File: config.mk
export PLATFORM = sky130hd
export DESIGN_NAME = gpu_cmd_dispatch
export DESIGN_NICKNAME = d
export VERILOG_FILES = /design/src/rtl/gpu_cmd_dispatch.sv
export SDC_FILE = /design/constraint.sdc
export NUM_CORES = 1
export LEC_CHECK = 0
export ABC_AREA = 1
export BUFFER_PORTS_ARGS = -buffer_cell sky130_fd_sc_hd__buf_2
export CORE_UTILIZATION = 30
export CTS_CLUSTER_DIAMETER = 100
export DETAILED_ROUTE_END_ITERATION = 6
export GPL_TIMING_DRIVEN = 0
export SYNTH_ARGS = -nofsm -noshare
export SYNTH_HDL_FRONTEND = slang
export SYNTH_SLANG_ARGS = --single-unit
File: constraint.sdc
create_clock -name clk -period 3.25 [get_ports clk]
set_input_delay 0.325 -clock clk [delete_from_list [all_inputs] [get_ports clk]]
set_output_delay 0.325 -clock clk [all_outputs]
set_load 0.01 [all_outputs]
File: src/rtl/gpu_cmd_dispatch.sv
// Command FIFO and sequencer between the APB GPU command slave and the raster engine.
// Setter opcodes update shadow state; draw opcodes run a start/done handshake.
module gpu_cmd_dispatch #(
    parameter int DEPTH = 8
) (
    input  logic        clk,
    input  logic        n_rst,
    input  logic        command_i,
    input  logic [3:0]  opcode_i,
    input  logic [24:0] parameters_i,
    input  logic        done_i,
    output logic        start_o,
    output logic [1:0]  op_o,
    output logic [9:0]  x0_o,
    output logic [9:0]  y0_o,
    output logic [9:0]  x1_o,
    output logic [9:0]  y1_o,
    output logic [23:0] color_o,
    output logic        busy_o,
    output logic        overflow_o,
    output logic        bad_op_o
);
    localparam int AW = $clog2(DEPTH);
    localparam int CW = AW + 1;

    typedef enum logic [1:0] {IDLE, DECODE, START, WAIT} state_t;

    state_t          state, state_nxt;
    logic [28:0]     mem [DEPTH];
    logic [AW-1:0]   wr_ptr, rd_ptr;
    logic [CW-1:0]   count, count_nxt;
    logic [28:0]     cmd;
    logic            full, empty, push, pop;

    logic [23:0]     sh_color, sh_color_nxt;
    logic [9:0]      p0x, p0y, p1x, p1y;
    logic [9:0]      p0x_nxt, p0y_nxt, p1x_nxt, p1y_nxt;
    logic            start_nxt, busy_nxt, overflow_nxt, bad_op_nxt;
    logic [1:0]      op_nxt;
    logic [9:0]      x0_nxt, y0_nxt, x1_nxt, y1_nxt;
    logic [23:0]     color_nxt;

    logic [3:0]      cmd_op;
    logic [24:0]     cmd_param;
    logic            unused_param_bit;

    assign cmd_op           = cmd[28:25];
    assign cmd_param        = cmd[24:0];
    assign unused_param_bit = cmd_param[24];

    assign full  = (count == CW'(DEPTH));
    assign empty = (count == '0);
    // A full FIFO drops the strobe even if a pop frees a slot this cycle.
    assign push  = command_i && !full;
    assign pop   = (state == IDLE) && !empty;

    always_comb begin
        count_nxt = count;
        case ({push, pop})
            2'b10:   count_nxt = count + 1'b1;
            2'b01:   count_nxt = count - 1'b1;
            default: count_nxt = count;
        endcase
    end

    always_ff @(posedge clk) begin
        if (push) mem[wr_ptr] <= {opcode_i, parameters_i};
    end

    always_ff @(posedge clk or negedge n_rst) begin
        if (!n_rst) begin
            wr_ptr <= '0;
            rd_ptr <= '0;
            count  <= '0;
            cmd    <= '0;
        end else begin
            count <= count_nxt;
            if (push) wr_ptr <= wr_ptr + 1'b1;
            if (pop) begin
                rd_ptr <= rd_ptr + 1'b1;
                cmd    <= mem[rd_ptr];
            end
        end
    end

    // State register
    always_ff @(posedge clk or negedge n_rst) begin
        if (!n_rst) state <= IDLE;
        else        state <= state_nxt;
    end

    // Next-state logic
    always_comb begin
        state_nxt = state;
        case (state)
            IDLE:   if (!empty) state_nxt = DECODE;
            DECODE: state_nxt = (cmd_op inside {4'd4, 4'd5, 4'd6}) ? START : IDLE;
            START:  state_nxt = WAIT;
            WAIT:   if (done_i) state_nxt = IDLE;
            default: state_nxt = IDLE;
        endcase
    end

    // Output / shadow next-value logic; everything is registered below.
    always_comb begin
        sh_color_nxt = sh_color;
        p0x_nxt      = p0x;
        p0y_nxt      = p0y;
        p1x_nxt      = p1x;
        p1y_nxt      = p1y;
        op_nxt       = op_o;
        x0_nxt       = x0_o;
        y0_nxt       = y0_o;
        x1_nxt       = x1_o;
        y1_nxt       = y1_o;
        color_nxt    = color_o;
        overflow_nxt = overflow_o || (command_i && full);
        bad_op_nxt   = bad_op_o;
        if (state == DECODE) begin
            case (cmd_op)
                4'd0: ;
                4'd1: sh_color_nxt = cmd_param[23:0];
                4'd2: begin
                    p0x_nxt = cmd_param[19:10];
                    p0y_nxt = cmd_param[9:0];
                end
                4'd3: begin
                    p1x_nxt = cmd_param[19:10];
                    p1y_nxt = cmd_param[9:0];
                end
                4'd4: begin
                    op_nxt    = 2'd0;
                    x0_nxt    = p0x;
                    y0_nxt    = p0y;
                    x1_nxt    = p1x;
                    y1_nxt    = p1y;
                    color_nxt = sh_color;
                end
                4'd5: begin
                    op_nxt    = 2'd1;
                    x0_nxt    = (p0x < p1x) ? p0x : p1x;
                    x1_nxt    = (p0x < p1x) ? p1x : p0x;
                    y0_nxt    = (p0y < p1y) ? p0y : p1y;
                    y1_nxt    = (p0y < p1y) ? p1y : p0y;
                    color_nxt = sh_color;
                end
                4'd6: begin
                    op_nxt    = 2'd2;
                    x0_nxt    = 10'd0;
                    y0_nxt    = 10'd0;
                    x1_nxt    = 10'd639;
                    y1_nxt    = 10'd479;
                    color_nxt = sh_color;
                end
                default: bad_op_nxt = 1'b1;
            endcase
        end
        start_nxt = (state_nxt == START);
        busy_nxt  = (count_nxt != '0) || (state_nxt != IDLE);
    end

    always_ff @(posedge clk or negedge n_rst) begin
        if (!n_rst) begin
            sh_color   <= '0;
            p0x        <= '0;
            p0y        <= '0;
            p1x        <= '0;
            p1y        <= '0;
            start_o    <= 1'b0;
            op_o       <= '0;
            x0_o       <= '0;
            y0_o       <= '0;
            x1_o       <= '0;
            y1_o       <= '0;
            color_o    <= '0;
            busy_o     <= 1'b0;
            overflow_o <= 1'b0;
            bad_op_o   <= 1'b0;
        end else begin
            sh_color   <= sh_color_nxt;
            p0x        <= p0x_nxt;
            p0y        <= p0y_nxt;
            p1x        <= p1x_nxt;
            p1y        <= p1y_nxt;
            start_o    <= start_nxt;
            op_o       <= op_nxt;
            x0_o       <= x0_nxt;
            y0_o       <= y0_nxt;
            x1_o       <= x1_nxt;
            y1_o       <= y1_nxt;
            color_o    <= color_nxt;
            busy_o     <= busy_nxt;
            overflow_o <= overflow_nxt;
            bad_op_o   <= bad_op_nxt;
        end
    end
endmodule

After elaboration in Yosys (flattened, before gate mapping) --
Memory sizes are Yosys's and may differ from the RTL's. A register that Yosys moved wholly into a read port is not among the register bits. Index checks and enable logic that the tools add are counted.
Storage, ports and cells: flip-flop bits (word level) 146, input bits 33, output and inout port bits 70, memories kept 1, word-level logic and storage cells 78, RAM bits 232
Memories:
- mem | depth 8, width 29, rd ports 1, clocked after memory_dff 1, write ports 1, line 29 | logic [28:0] mem [DEPTH];
Cells by class: equality and inequality tests 13, $add $sub $neg 4, reductions and logical operators 22, bitwise logic cells 1, multiplexer cells 16, magnitude comparators 2
Operator list (count):
- $pmux 10 s3 | 4
- $mux 10 | 4
- $lt 10x10->1 | 2
- $eq 4x3->1 const B | 3
- $reduce_and 2->1 | 6
- $eq 2x2->1 const B | 4
- $eq 4x2->1 const B | 2
- $logic_not 4->1 | 2
- $pmux 2 s4 | 1
- $pmux 4 s2 | 1
- $reduce_or 7->1 | 1
- $add 3x1->3 const B | 2
- $mux 2 | 3
- $pmux 2 s3 | 1
- $add 4x1->4 const B | 1
- $eq 2x1->1 const B | 2
- $eq 4x1->1 const B | 1
- $eq 4x4->1 const B | 1
- $reduce_bool 4->1 | 1
- $sub 4x1->4 const B | 1
- $logic_and 1x1->1 | 3
- $logic_not 1->1 | 3
- $reduce_bool 3->1 | 1
- $reduce_or 3->1 | 1
- 5 further kinds | 7

Logic depth before layout (Yosys ltp) --
Gate-level depths: netlist of run 1.
depth after elaboration 7, depth in mapped cells 16, mapped depth without buffers 16

Worst setup path after synthesis of run 1 --
No wires, ideal clock.
kind flip-flop to flip-flop, start point register count[0], end point memory mem[0][0] (enable), arrival time 2.166 ns, slack 0.671 ns, buffers on the path 0, data required time 2.837 ns, stages on the path, launching flop included 6, cells stage by stage dfrtp_1 > nor2_1 > nand2_1 > nand2_2 > or2_2 > nor2_1
Between the ends: longest elaborated chain between the ends 5
RTL lines:
- from (decl) | line 31 | logic [CW-1:0] count, count_nxt;
- from (signal assigned) | line 77 | count <= count_nxt;
- $eq 4x4->1 | line 51 | assign full = (count == CW'(DEPTH));
- $logic_not 1->1 | line 54 | assign push = command_i && !full;
- $logic_and 1x1->1 | line 54
- $mux 1 | line 67 | if (push) mem[wr_ptr] <= {opcode_i, parameters_i};
- $mux 1 (not written as such) | line 67
- to (decl) | line 29
No other way between the ends.

Final worst setup path of run 1 --
start point register count[0], end point register busy_o
Between the ends: longest elaborated chain between the ends 7, elaborated cells on any way between the ends 16
RTL lines:
- $eq 4x4->1 or $logic_not 4->1 (tied branches) | line 51, 52
- $logic_not 1->1 (on tied branches)
- $logic_and 1x1->1 (on tied branches) | line 54, 55
- $eq 2x1->1 or $eq 2x2->1 (tied branches) | line 59 | case ({push, pop})
- $pmux 4 s2 (*) | line 59
- via count_nxt[1] | line 31
- $reduce_bool 4->1 (*) | line 159 | busy_nxt = (count_nxt != '0) || (state_nxt != IDLE);
- $logic_or 1x1->1 (*) | line 159
- via busy_nxt | line 38 | logic start_nxt, busy_nxt, overflow_nxt, bad_op_nxt;
- to (signal assigned) | line 192 | busy_o <= busy_nxt;
- to (decl) | line 19 | output logic busy_o,
The timed path passes the listed nets; every way through them passes the cells marked *. A chain may end at the register's enable or synchronous reset.

==> results of run 1 <==
==> final timing paths <==
kind	slack [ns]	endpoint	startpoint
hold reg to reg	0.46	color_o[3]	color_o[3]
setup / recovery	0.64	busy_o	count[0]
min in group asynchronous	0.33	y0_o[7]	n_rst
setup reg to reg	0.64	busy_o	count[0]
hold / removal	0.04	mem[0][12]	parameters_i[12]
max in group asynchronous	2.04	x1_o[6]	n_rst
==> repair_timing <==
action / in CTS / in global routing
hold endpoints to repair: 78 / 0
resized for setup: 0 / 0
hold buffers: 1 / 0
setup buffers: 0 / 0
setup endpoints to repair: 0 / 0
==> metrics by stage <==
stage | cell area [um2] | hold slack, ns | utilization | worst slack (ns) | setup TNS [ns]
5_1_grt | 19230 | 0.03979 | 0.3630 | 0.3740 | 0
4_1_cts | 19230 | 0.02901 | 0.3630 | 0.6467 | 0
6_report | 19230 | 0.04234 | 0.3630 | 0.6391 | 0
3_5_place_dp | 17830 | 0.3470 | 0.3367 | 0.6837 | 0
2_1_floorplan | 16180 | 0.02941 | - | 0.6708 | 0
3_3_place_gp | 17550 | 0.4501 | 0.3313 | -0.8062 | -266.29
==> power groups by stage <==
| stage | Sequential, W | Combinational (W) | Clock (W) |
|---|---|---|---|
| after floorplan | 0.00762 | 0.00409 | 0 |
| after global placement | 0.00760 | 0.00664 | 0 |
| after detailed placement | 0.00762 | 0.00695 | 0 |
| after CTS | 0.00753 | 0.00700 | 0.00487 |
| after global routing | 0.00769 | 0.00782 | 0.00507 |
| final | 0.00754 | 0.00700 | 0.00479 |
==> cells in the final DEF (no fill, tap or decap), types with 8 or more instances in the layout <==
| cell type | netlist | routed |
|---|---|---|
| o22ai_1 | 9 | 9 |
| a21oi_1 | 60 | 60 |
| dfrtp_1 | 174 | 174 |
| ha_1 | 22 | 22 |
| o21ai_0 | 260 | 260 |
| clkinv_2 | 0 | 10 |
| nand2_1 | 202 | 202 |
| nor2_4 | 2 | 10 |
| o211ai_1 | 8 | 8 |
| nor2_1 | 184 | 176 |
| buf_2 | 23 | 123 |
| clkbuf_1 | 53 | 58 |
| nand3_1 | 32 | 32 |
| o221ai_1 | 48 | 48 |
| inv_1 | 110 | 110 |
| edfxtp_1 | 224 | 224 |
| o21ai_1 | 22 | 22 |
| clkbuf_16 | 0 | 44 |
==> registers in the layout, summed over array words and instances (netlist names), 2 cells and up <==
signal / flops
cmd: 28
color_o: 24
count: 4
mem: 224
op_o: 2
p0x: 10
p0y: 10
p1x: 10
p1y: 10
rd_ptr: 3
sh_color: 24
state: 2
wr_ptr: 3
x0_o: 10
x1_o: 10
y0_o: 10
y1_o: 10
==> worst max-delay path, cell delays in order (launching register included) <==
cell      delay [ns]
dfrtp_1         0.44
nor2_1          0.29
a21oi_2         0.10
buf_4           0.20
clkbuf_1        0.23
ha_1            0.41
inv_1           0.11
nand2_1         0.07
o21ai_0         0.14
nor3_1          0.20
nand3_1         0.10
nor2_1          0.12
nand3_1         0.09
==> metal layers <==
layer,global-route usage,part of all wire,vias to the layer above
met2,0.2597,0.46,419
met5,0,0.0024,-
met4,0.05256,0.027,14
met3,0.03806,0.076,89
li1,-,-,5394
met1,0.2099,0.44,5521
==> cell type report <==
type	count	area, um2
timing repair buffer	111	743.2
buffer	85	376.6
clock inverter	21	209.0
fill	5210	33740
tap	688	860.8
sequential	398	11080
multi-input combinational	867	4359
inverter	113	424.2
clock buffer	53	1175
==> cells by family (layout without fill, tap and decap cells) <==
| family | Yosys count | count (layout) | synth area share |
|---|---|---|---|
| compound gates | 413 | 413 | 0.1421 |
| fa+ha+maj | 22 | 22 | 0.01701 |
| flops | 398 | 398 | 0.6848 |
| simple gates | 427 | 427 | 0.1039 |
| xor+xnor | 5 | 5 | 0.002707 |
| buf+inv | 198 | 383 | 0.04949 |
==> metrics.cfg, run 1 <==
[power_and_ir_drop]
power_w=0.01933
clockPowerShare=0.248
seqPwrFrac=0.390
sw_frac_of_total=0.3886
intPower_w=0.01182
ir_worst_vdd_mv=0.4127
p_leak_nw=7.710
powerDensity_nw_per_um2=1005
combPwrFrac=0.362
switchingPower_w=0.007512

[worst_hold_path]
worstHoldPathType=in2reg
holdPathStages=1

[synthesis]
synth_nets=1518
synth_common_cells=o21ai_0 (260), edfxtp_1 (224), nand2_1 (202)
synth_most_common_cell=o21ai_0
avgSynthCellArea_um2=11.06
synth_cells=1463
yosys_warnings=0
synth_area_leaders=edfxtp_1 (42%), dfrtp_1 (27%), o21ai_0 (8.0%), nand2_1 (4.7%), nor2_1 (4.3%)
netlist.area_leader.share=0.4157
synth_cell_types=32
seq_area_frac_synth=0.6848
synth_edf_count=224
yosys_most_used_dff=edfxtp_1
syn_area_um2=16180
async_flop_share=0.4372
synth_top_area_cell=edfxtp_1
ys_ff_latch=398

[critical_path]
worstPathArrival_ns=3.04
path_class=reg2reg
reg2regPathDepth=12
path_max_fanout=10
cp-end-kind=register
worstPathRequired_ns=3.67
startpoint_type=register

[sta]
max_freq_ghz=0.3830
report.final.slew_viol_count=0
period_minus_slack_ns=2.611
setup_viol=0
slew_headroom=0.5347
rsz0062_at_grt=false
timing.final.hold_violations=0
post-route-period-util=0.8034
skew_ns=0.02049
tightest_slew_ns=0.6979

[layout]
instances_no_fill=2336
antenna_cells=0
syn_to_final_growth_pct=18.84
final_nets=1672
drive_gt1_frac=0.1390

[die]
dieArea_um2=54870
die_h_um=234.2
core_um2=52970
die_x_um=234.2
io_pins=103
start_util=0.3055
num_rows=84

[route]
drt_iter0_drc=1098
drc=11
route.detailed.wl_per_inst_um=18.65
drtAntennaViolNets=0
drt_wl_total_mm=43.56
viasPerCell=4.896
num_vias=11437
first_pass_iters=7

[clock_network]
numCtsBuffers=41
clk_pin_slew_ns=0.06
h-tree-depth=2
clkSinkCount=398
cts_tree=yes
clockBufferDepth=3
clock_latency_ns=0.55
root_buffer=clkbuf_16

[grt]
grt_remaining_overflow=0
antenna_found_initial=7
grt_pass1_vias=11377
grt_pass1_wl_mm=66.74
grt_start_max_net_pins=97
grt_usage=0.1602

[placement]
dp_cells=2261
io_buffers=101
place_congestion=0.8518
hpwlAfterDp_mm=29.77

[status]
status=finished with violations
violations=design-rule violations

[flow_run]
maxCapViolations=0

(Power assumes the default switching activity.)
==> run 2: changes to the inputs <==
clock period = 2.6 ns   (was 3.25 ns; I/O delays follow)
==> metrics.cfg, run 2 (synthesis gave the netlist of run 1 again) <==
[critical_path]
path_class=reg2reg
critPathMaxStageDelay_ns=0.46  ; +0.02 ns
startpoint_type=register
worstPathCellList=inv_1, clkbuf_1, clkbuf_1, o21ai_0, o221ai_1, nand3_1, o21ai_1
worstPathRequired_ns=3.06  ; -0.61 ns
r2r_end=cmd[26]
reg2regPathDepth=7  ; -5
worstPathArrival_ns=2.86  ; -0.18 ns
path_max_fanout=10  ; unchanged
cpMostUsedCell=clkbuf_1
cpLargestDelayFamily=buffers and inverters
cp-end-kind=register
crit_buf_inv=3  ; unchanged
r2r_slack_ns=0.20  ; -0.44 ns
rr_startpoint=rd_ptr[1]
crit_slowest_cell=clkbuf_1

[layout]
final_util=0.3686  ; +0.005551
multi_input_area_um2=4367  ; +0.17%
layout_commonest_cell=o21ai_0
final_cell_area_um2=19520  ; +1.5%
drive_gt1_frac=0.1390  ; about the same
layout_common_cells=o21ai_0 (260), edfxtp_1 (224), nand2_1 (202)
syn_to_final_growth_pct=20.65
top_regs=mem x224, cmd x28
final_nets=1700  ; +1.7%
top_register=mem
largest_reg_flops=224  ; unchanged
seq_area_um2=11080  ; about the same
fill_cells=5201  ; -0.17%

[grt]
grt_start_max_net_pins=97  ; unchanged
grt_pass1_wl_mm=66.99  ; +0.37%
antenna_found_initial=7  ; unchanged
grt_remaining_overflow=0  ; unchanged
grt_pass1_vias=11492  ; +1.0%
grt_usage=0.1603  ; about the same

[route]
first_pass_iters=7  ; unchanged
drt_wl_total_mm=43.60  ; about the same
num_vias=11542  ; +0.92%
viasPerCell=4.880  ; -0.32%
drt_iter0_drc=1119  ; +1.9%
drtAntennaViolNets=0  ; unchanged
route.detailed.wl_per_inst_um=18.43  ; -1.1%
drc=11  ; unchanged

[clock_network]
post_cts_buffers=0  ; unchanged
root_buffer=clkbuf_16
clkSinkCount=398  ; unchanged
h-tree-depth=2  ; unchanged
clk_pin_slew_ns=0.06  ; about the same
cts_tree=yes
clock_latency_ns=0.55  ; about the same
clockBufferDepth=3  ; unchanged
numCtsBuffers=41  ; unchanged

[power_and_ir_drop]
ir_worst_vdd_mv=0.5166  ; +25%
powerDensity_nw_per_um2=1240  ; +23%
power_w=0.02422  ; +25%
p_leak_nw=7.833  ; +1.6%

[status]
violations=design-rule violations
status=finished with violations

[flow_run]
maxCapViolations=0  ; unchanged

[die]
num_rows=84  ; unchanged
die_h_um=234.2  ; unchanged
core_um2=52970  ; unchanged
dieArea_um2=54870  ; unchanged
start_util=0.3055  ; unchanged
io_pins=103  ; unchanged
die_x_um=234.2  ; unchanged

[placement]
hpwlAfterDp_mm=29.77  ; unchanged
placed_area_um2=17830  ; unchanged
io_buffers=101  ; unchanged
place_congestion=0.8518  ; unchanged

[sta]
period_minus_slack_ns=2.398  ; -0.2129 ns
slew_headroom=0.5376  ; +0.002861
setup_viol=0  ; unchanged
finalHoldWorstSlack_ns=0.02116  ; -0.02117 ns
max_freq_ghz=0.4170  ; +8.9%
skew_ns=0.02044  ; -0.00005910 ns
tightest_slew_ns=0.6936  ; -0.004293 ns
timing.final.hold_violations=0  ; unchanged
post-route-period-util=0.9223  ; +0.1190
rsz0062_at_grt=false
report.final.slew_viol_count=0  ; unchanged

[worst_hold_path]
worstHoldStart=opcode_i[3]
hold_end=mem[2][28]
worstHoldPathType=in2reg
holdPathStages=1  ; unchanged

-- run 2: worst reg2reg max path, cell delays in order (launching register included) --
cell	delay [ns]
dfrtp_1	0.41
inv_1	0.11
clkbuf_1	0.45
clkbuf_1	0.47
o21ai_0	0.21
o221ai_1	0.35
nand3_1	0.21
o21ai_1	0.12
-- run 2: per-layer routing --
metal	vias to the layer above	GRT usage	routed length, um
met5	-	0	69
met4	12	0.05256	1110
met3	83	0.03210	3212
met2	426	0.2602	20010
met1	5570	0.2137	19200
li1	5451	-	-
-- run 2: worst max-delay path by stage --
stage | end | start | depth (start not counted) | slack (ns)
after floorplan | mem[0][0] | count[0] | 5 | 0.02
after global placement | color_o[15] | n_rst | 1 | -1.39
after detailed placement | busy_o | count[0] | 12 | 0.03
after CTS | busy_o | count[0] | 11 | 0.03
after global routing | busy_o | count[0] | 12 | 0.01
final | cmd[26] | rd_ptr[1] | 7 | 0.20
-- run 2: final cells by class --
class / count / area share
Clock buffer: 53 / 0.06018
Timing Repair Buffer: 139 / 0.05243
Buffer: 85 / 0.01942
Inverter: 113 / 0.02173
Sequential cell: 398 / 0.5676
Clock inverter: 21 / 0.01070
Antenna cell: 1 / 0.0001282
Tap cell: 688 / 0.04409
Multi-Input combinational cell: 867 / 0.2237
-- run 2: timing repair --
action	CTS	global route
endpoints found under the setup margin	1	2
gates resized for setup	1	6
hold buffers	29	0
endpoints found under the hold margin	291	0
pin swaps	0	1
-- run 2: through the flow --
step / setup WS [ns] / std cells / TNS, ns
2_1_floorplan: 0.02076 / 1463 / 0
3_3_place_gp: -1.391 / 2252 / -513.68
3_5_place_dp: 0.03373 / 2261 / 0
4_1_cts: 0.02537 / 2364 / 0
5_1_grt: 0.01489 / 2365 / 0
6_report: 0.2020 / 2365 / 0
-- run 2: power breakdown --
part | internal [W] | switching [W]
combinational | 0.00273 | 0.00606
clock | 0.00359 | 0.00240
sequential | 0.00850 | 0.000945
